### src/rtl/uart_rx_packer.sv
// uart_rx_packer: 8N1 UART receiver that packs bytes LSB-first into
// WIDTH-bit words for a downstream FIFO, with framing flag and idle timeout.
module uart_rx_packer #(
  parameter int WIDTH        = 32,
  parameter int CLKS_PER_BIT = 868,
  parameter int TIMEOUT_BITS = 20
) (
  input  logic             clk,
  input  logic             reset,
  input  logic             rx,
  output logic [WIDTH-1:0] data_out,
  output logic             write,
  output logic             frame_err,
  output logic             busy
);

  localparam int NB   = WIDTH / 8;
  localparam int BW   = (NB > 1) ? $clog2(NB) : 1;
  localparam int CW   = $clog2(CLKS_PER_BIT) + 1;
  localparam int HALF = CLKS_PER_BIT / 2;
  localparam int TLIM = TIMEOUT_BITS * CLKS_PER_BIT;
  localparam int TW   = (TLIM > 1) ? $clog2(TLIM + 1) : 1;
  localparam int TCMP = (TLIM > 0) ? TLIM - 1 : 0;
  localparam bit TEN  = (TIMEOUT_BITS > 0);

  typedef enum logic [1:0] {
    S_IDLE,
    S_START,
    S_DATA,
    S_STOP
  } state_t;

  state_t           r_state;
  state_t           w_next;
  logic             r_s1;
  logic             r_s2;
  logic             w_rx;
  logic [CW-1:0]    r_cnt;
  logic [2:0]       r_bit;
  logic [7:0]       r_shift;
  logic [WIDTH-1:0] r_pack;
  logic [WIDTH-1:0] w_word;
  logic [WIDTH-1:0] r_dout;
  logic [BW-1:0]    r_idx;
  logic [TW-1:0]    r_tcnt;
  logic             r_write;
  logic             r_ferr;
  logic             w_tick;
  logic             w_shift;
  logic             w_accept;
  logic             w_ferr;
  logic             w_done;
  logic             w_tout;
  logic             w_busy;

  assign w_rx      = r_s2;
  assign data_out  = r_dout;
  assign write     = r_write;
  assign frame_err = r_ferr;
  assign busy      = w_busy;

  always_ff @(posedge clk or posedge reset) begin
    if (reset) begin
      r_state <= S_IDLE;
    end else begin
      r_state <= w_next;
    end
  end

  always_comb begin
    w_next = r_state;
    case (r_state)
      S_IDLE: begin
        if (!w_rx) w_next = S_START;
      end
      S_START: begin
        if (w_tick) w_next = w_rx ? S_IDLE : S_DATA;
      end
      S_DATA: begin
        if (w_tick && r_bit == 3'd7) w_next = S_STOP;
      end
      S_STOP: begin
        if (w_tick) w_next = S_IDLE;
      end
      default: w_next = S_IDLE;
    endcase
  end

  always_comb begin
    w_tick = 1'b0;
    case (r_state)
      S_START: w_tick = (r_cnt == CW'(HALF - 1));
      S_DATA:  w_tick = (r_cnt == CW'(CLKS_PER_BIT - 1));
      S_STOP:  w_tick = (r_cnt == CW'(CLKS_PER_BIT - 1));
      default: w_tick = 1'b0;
    endcase
    w_busy   = (r_state != S_IDLE);
    w_shift  = (r_state == S_DATA) && w_tick;
    w_accept = (r_state == S_STOP) && w_tick && w_rx;
    w_ferr   = (r_state == S_STOP) && w_tick && !w_rx;
    w_done   = w_accept && (r_idx == BW'(NB - 1));
    w_tout   = TEN && (r_state == S_IDLE) && (r_idx != '0)
               && (r_tcnt == TW'(TCMP));
  end

  // Current pack register with the just-received byte dropped into its lane
  always_comb begin
    w_word = r_pack;
    for (int i = 0; i < NB; i++) begin
      if (r_idx == BW'(i)) w_word[8*i +: 8] = r_shift;
    end
  end

  always_ff @(posedge clk or posedge reset) begin
    if (reset) begin
      r_s1    <= 1'b1;
      r_s2    <= 1'b1;
      r_cnt   <= '0;
      r_bit   <= '0;
      r_shift <= '0;
      r_pack  <= '0;
      r_dout  <= '0;
      r_idx   <= '0;
      r_tcnt  <= '0;
      r_write <= 1'b0;
      r_ferr  <= 1'b0;
    end else begin
      r_s1 <= rx;
      r_s2 <= r_s1;
      if (w_tick || r_state == S_IDLE) r_cnt <= '0;
      else r_cnt <= r_cnt + CW'(1);
      if (r_state != S_DATA) r_bit <= '0;
      else if (w_shift) r_bit <= r_bit + 3'd1;
      if (w_shift) r_shift <= {w_rx, r_shift[7:1]};
      r_write <= w_done;
      r_ferr  <= w_ferr;
      if (w_done) r_dout <= w_word;
      if (w_ferr || w_done || w_tout) begin
        r_idx  <= '0;
        r_pack <= '0;
      end else if (w_accept) begin
        r_idx  <= r_idx + BW'(1);
        r_pack <= w_word;
      end
      // Idle timer only runs while a partial word sits waiting in IDLE
      if (r_state == S_IDLE && w_next == S_IDLE && r_idx != '0 && !w_tout)
        r_tcnt <= r_tcnt + TW'(1);
      else
        r_tcnt <= '0;
    end
  end

endmodule

### config.mk
export PLATFORM = sky130hd
export DESIGN_NAME = uart_rx_packer
export DESIGN_NICKNAME = d
export VERILOG_FILES = /design/src/rtl/uart_rx_packer.sv
export SDC_FILE = /design/constraint.sdc
export NUM_CORES = 1
export LEC_CHECK = 0
export ABC_AREA = 1
export ABC_CLOCK_PERIOD_IN_PS = 6650
export CAP_MARGIN = 20
export CORE_ASPECT_RATIO = 1.1
export CORE_UTILIZATION = 55
export CTS_CLUSTER_DIAMETER = 30
export DETAILED_ROUTE_END_ITERATION = 10
export PLACE_DENSITY = 0.87
export SLEW_MARGIN = 40
export SYNTH_ARGS = -nofsm -noshare
export SYNTH_HDL_FRONTEND = slang
export SYNTH_SLANG_ARGS = --single-unit
### constraint.sdc
create_clock -name clk -period 6.65 [get_ports clk]
set_input_delay 1.6625 -clock clk [delete_from_list [all_inputs] [get_ports clk]]
set_output_delay 1.6625 -clock clk [all_outputs]
set_load 0.1 [all_outputs]
==> out/metrics.yaml <==
run_status:
  status: "completed"
yosys:
  synth_ff_type: "dfrtp_1"
  syn_area_per_cell_sq_um: 7.94
  yosys_warnings: 0
  synth_top_area_share_pct: 51.1
  synth.cell_area_sq_um: 4840
  synth-seq-cells: 101
  syn_nets: 621
  ys_top_cells_by_area: "dfrtp_1 51%, nand2_1 17%, inv_1 5.3%"
  yosysUniqueCellTypes: 31
  ys_seq_area_share_pct: 52.2
  synth_edf_count: 0
  async_flop_share_pct: 100
  synth_top_cell_by_area: "dfrtp_1"
  synth_cells: 610
drt:
  drt_iter0_drc: 289
  vias_per_cell: 5.35
  vias: 4016
  postRouteAntennaNets: 0
  wl_um: 10300
  avgRoutedWirePerCell_um: 13.7
  drtPass1Iterations: 5
  drc: 0
final_layout:
  layout_commonest_cell: "nand2_1"
  fin_nets: 645
  most-common-layout-cells: "214 x nand2_1, 98 x dfrtp_1, 67 x inv_1, 63 x nor2_1, 35 x buf_2"
  fin_area_sq_um: 5280
  finish.utilization_pct: 62.5
  drive_gt1_share_pct: 10.3
  syn_to_final_growth_pct: 8.96
  diodes: 0
cts:
  path_clk_slew_ns: 0.10
  h-tree-depth: 3
  clkSinkCount: 101
  clk_latency_ns: 0.37
  clk_path_buf_depth: 2
  cts_resized: 0
  cts_made_buffers: 9
  cts_root_buf: "clkbuf_8"
  hold_buffers: 0
  post_cts_buffers: 0
  cts_tree: "built"
worst_setup_path:
  required_ns: 4.99
  crit_end: "busy"
  worst_r2r_endpoint: "data_out[18]$_DFFE_PP0P_"
  r2r_start: "r_state[1]$_DFF_PP0_"
  path_max_fanout: 33
  end_kind: "primary output"
  r2r_slack_ns: 3.51
  reg2reg_depth: 8
  critical-path-slowest-cell: "dfrtp_2"
  crit_type: "flip-flop to primary output"
  cpPeakStageDelay_ns: 0.80
  arrival_ns: 1.90
  start_kind: "flip-flop"
  crit_path_start: "r_state[1]$_DFF_PP0_"
  cp_cell_sequence: "nor2_1, inv_1, buf_2"
global_route:
  grt_pass1_vias: 3829
  grt_pass1_wl_um: 17700
  grt_max_degree: 63
  grt_use_met2_pct: 41.5
  grt-busiest-layer: "met2"
  antenna_found_initial: 0
  grtUsageMet3_pct: 3.26
  gr-total-overflow: 0
  track_usage_pct: 24.4
  grt_use_met1_pct: 31.5
floorplanning:
  fp.dieH_um: 100
  start_util_pct: 57.3
  die_x_um: 91.5
  pin_count: 38
  core_sq_um: 8450
  die-area_sq_um: 9190
  row_count: 35
hold_path:
  hold_path_class: "flip-flop to flip-flop"
flow_run:
  maxCapViolations: 0
sta:
  timing.slew.headroom_pct: 55.1
  tightest_slew_ns: 0.672
  setup_viol: 0
  skew_ns: 0.0106
  period_share_pct: 53.5
  slew_viol_final: 0
  tns_ns: 0
  hold_viol_final: 0
  rsz0062_at_grt: "false"
  fmaxAchievable_ghz: 0.281
  min_period_ns: 3.56
power:
  irDropWorstVdd_v: 0.000105
  leakage_uw: 0.00277
  pwr_density_cell_nw_per_um2: 202
placement:
  gp_congestion: 0.853
  port_buffers: 37
  dp_hpwl_um: 6780
  placed_cell_area_sq_um: 5050
==> per-layer routing <==
layer,wire [um],part of all wire [%],vias up
met4,194,1.9,0
li1,-,-,1966
met5,0,0,-
met1,4550,44,1925
met2,5100,50,109
met3,434,4.2,16
==> how the worst min path moves through the flow <==
| stage | slack [ns] | to | from | cells after the start |
|---|---|---|---|---|
| 6_report | 0.37 | r_s2$_DFF_PP1_ | r_s1$_DFF_PP1_ | 0 |
| 5_1_grt | 0.37 | r_s2$_DFF_PP1_ | r_s1$_DFF_PP1_ | 0 |
| 3_5_place_dp | 0.35 | r_s2$_DFF_PP1_ | r_s1$_DFF_PP1_ | 0 |
| 3_3_place_gp | 0.35 | r_s2$_DFF_PP1_ | r_s1$_DFF_PP1_ | 0 |
| 4_1_cts | 0.37 | r_s2$_DFF_PP1_ | r_s1$_DFF_PP1_ | 0 |
| 2_1_floorplan | 0.35 | r_s2$_DFF_PP1_ | r_s1$_DFF_PP1_ | 0 |
==> logic make-up (layout without fill, tap and decap cells) <==
family          Yosys count  in the layout  share of synthesized area, %
flops                   101            101                          52.2
fa+ha+maj                 8              8                          2.07
buf+inv                  96            125                          8.37
compound gates           47             47                          5.04
simple gates            352            352                          31.2
xor+xnor                  6              6                          1.08
==> report_power, final <==
| part | switching, uW | internal (uW) | total [uW] |
|---|---|---|---|
| sequential | 3.36 | 615 | 618 |
| clock | 217 | 216 | 433 |
| combinational | 12.0 | 1.78 | 13.8 |
| total | 232 | 833 | 1060 |
==> synth_stat cells, types with 4 or more instances <==
library cell,n
nand2_1,214
buf_2,8
nor3b_1,6
nor3_1,13
nand3_1,15
nor2_1,63
dfrtp_1,99
ha_1,8
o21ai_0,33
xor2_1,5
o21ai_1,7
nor4_1,4
inv_1,68
clkbuf_1,10
nand4_1,29
a21oi_1,4
==> worst max-delay path, delay by kind of cell, from the launching register on <==
family                 cells  cell delay [ns]
AND/OR/NAND/NOR            1             0.11
buffers and inverters      2             0.62
flip-flops                 1             0.80
==> area by class of cell <==
| cell class | count | area, sq um |
|---|---|---|
| Timing Repair Buffer | 38 | 206 |
| Inverter | 71 | 270 |
| Sequential cell | 101 | 2530 |
| Fill cell | 676 | 3170 |
| Tap cell | 111 | 139 |
| Clock inverter | 6 | 95.1 |
| Multi-Input combinational cell | 413 | 1910 |
| Clock buffer | 10 | 128 |
==> stage by stage <==
stage	worst slack, ns	instances	total power, uW	hold slack [ns]
floorplan	2.34	610	639	0.345
global placement	2.47	734	644	0.354
detailed placement	3.31	734	645	0.354
CTS	3.11	750	1070	0.368
global route	3.02	750	1100	0.371
finish	3.09	750	1060	0.366
==> state kept, by name (all words and copies together), names as in the netlist, 2 cells and up <==
| name | flops |
|---|---|
| r_state | 2 |
| r_cnt | 11 |
| data_out | 32 |
| r_idx | 2 |
| r_shift | 8 |
| r_bit | 3 |
| r_tcnt | 15 |
| r_pack | 24 |
(Power assumes the default switching activity.)
==> RTL edit: new RTL, same flow settings <==
The output `write` loses its register stage (`r_write` becomes a continuous assignment).
--- a/src/rtl/uart_rx_packer.sv
+++ b/src/rtl/uart_rx_packer.sv
@@ -123,5 +123,4 @@
       r_idx   <= '0;
       r_tcnt  <= '0;
-      r_write <= 1'b0;
       r_ferr  <= 1'b0;
     end else begin
@@ -133,5 +132,4 @@
       else if (w_shift) r_bit <= r_bit + 3'd1;
       if (w_shift) r_shift <= {w_rx, r_shift[7:1]};
-      r_write <= w_done;
       r_ferr  <= w_ferr;
       if (w_done) r_dout <= w_word;
@@ -151,4 +149,6 @@
   end
 
+  assign r_write = w_done;
+
 endmodule
 
Behaviour: no difference found for any inputs over 10 cycles, from zero or initial values and one cycle with reset high; that may be too few to reach the edited logic, so the function may still have changed.
==> RTL edit against the original RTL <==
Sequential cell count shrank 1. Total power fell by 6.1%. Die area shrank 0.63%. Clock power down 14%. First-iteration DRC count grew 18%. Via count fell by 1.7%. Register-to-register slack better by 0.34 ns. Critical path depth rose by 5. Cell area decreased by 1.5%. Setup slack got worse by 1.4 ns. Synthesized area down 0.65%. Routed wire length is 3.0% lower. Maximum frequency decreased by 28%. Count of clock-buffer cells in the layout stayed put. Critical path type unchanged.
==> RTL edit: results (changes against the original RTL) <==
The run finished with clean final reports. The clock skew after layout is 0.0158 ns (was 0.0106 ns), and the cell total after placement is 720 (was 734). Post-place setup slack: 2.21 ns (was 3.31 ns).

The global-route usage over all layers is 23.7% (was 24.4%). The switching power summed over all nets is 0.237 mW (was 0.232 mW), and the net count after synthesis is 607 (was 621). The tools report the count of nets after finishing as 631 (was 645).

The sum of net half-perimeters after detailed placement was 6.66 mm (was 6.78 mm). The layout cell share with drive strength beyond 1 is 11.4% (was 10.3%). For the instance area at placement, the log shows 0.00501 sq mm (was 0.00505 sq mm). Top cells by area, synth: dfrtp_1 51%, nand2_1 16%, inv_1 4.8% (was dfrtp_1 51%, nand2_1 17%, inv_1 5.3%). Post-synth top cells: 207 x nand2_1, 98 x dfrtp_1, 62 x inv_1, 58 x nor2_1, 29 x nand4_1 (was 214 x nand2_1, 99 x dfrtp_1, 68 x inv_1, 63 x nor2_1, 33 x o21ai_0). The proportion of power drawn by the clock network was 37.4% (was 40.7%); the relative slew slack was 59.3% (was 55.1%). The tools report the synthesized instance count as 596 (was 610).

Mean number of vias per cell: 5.36 (was 5.35). The total inserted antenna cells was 0 (unchanged). The wire length per cell after detailed routing is 13.5 microns (was 13.7 microns).

The leakage power total was 2.71 nW (was 2.77 nW). The post-route non-filler standard cell count came out at 736 (was 750). The final weighted congestion in routability-driven placement was 0.807 (was 0.853); the part of the Yosys area used for sequential elements was 52.0% (was 52.2%).

The largest fanout of any net on the critical path is 40 (was 33), and the maximum number of pins on one net before global-route repair is 68 (was 63). For the global-route wire length before repair, the log shows 17.1 mm (was 17.7 mm). The most used flip-flop cell after synthesis is dfrtp_1 (unchanged). The endpoint arrival time on the critical path is 3.27 ns (was 1.90 ns), and the fill cell total of the finished layout is 701 (was 676).

The via count of the first global-routing pass is 3768 (was 3829). For the number of unique standard cell types used by synthesis, the log shows 32 (was 31).
## RTL edit: final timing paths
kind | end | cells past startpoint | slack (ns)
worst max-delay path | write | 8 | 1.71
worst min-delay path | r_s2 | 0 | 0.36
worst max register to register | data_out[14] | 9 | 3.85
worst min register to register | r_s2 | 0 | 0.36
max in group asynchronous | r_state[1] | 3 | 4.09
min in group asynchronous | r_tcnt[14] | 2 | 1.64
## RTL edit: logic make-up (layout without fill, tap and decap cells)
family | count (synthesis) | count (layout) | synth area share (%)
compound gates | 50 | 50 | 5.59
simple gates | 337 | 337 | 30.2
flops | 100 | 100 | 52.0
buf+inv | 93 | 122 | 8.60
fa+ha+maj | 8 | 8 | 2.08
xor+xnor | 8 | 8 | 1.46
## RTL edit: metrics by stage
| step | total power [mW] | hold WS (ns) |
|---|---|---|
| final | 1.00 | 0.363 |
| after global placement | 0.638 | 0.350 |
| after CTS | 1.01 | 0.366 |
| after floorplan | 0.633 | 0.345 |
| after global routing | 1.03 | 0.367 |
| after detailed placement | 0.638 | 0.352 |
## RTL edit: area by class of cell
cell class | instances | area [sq um] | share of cell area (%)
inverters | 67 | 254 | 4.88
clock buffers | 10 | 138 | 2.65
flip-flops and latches | 100 | 2510 | 48.2
multi-input cells | 403 | 1890 | 36.4
clock inverters | 6 | 53.8 | 1.03
well taps | 111 | 139 | 2.67
repair buffers | 39 | 216 | 4.16
## RTL edit: metal layers
metal | track usage [%] | share of wire [%]
met5 | 0 | 0
met4 | 11.4 | 2.4
met3 | 3.64 | 5.3
met2 | 41.1 | 50
met1 | 29.1 | 43
## RTL edit: critical path, stage by stage, from the launching register on
cell     delay [ns]
dfrtp_2        0.76
inv_2          0.16
nand2_2        0.14
nand3_2        0.14
nor2_4         0.49
nand4_2        0.12
buf_4          0.29
inv_2          0.40
buf_4          0.38
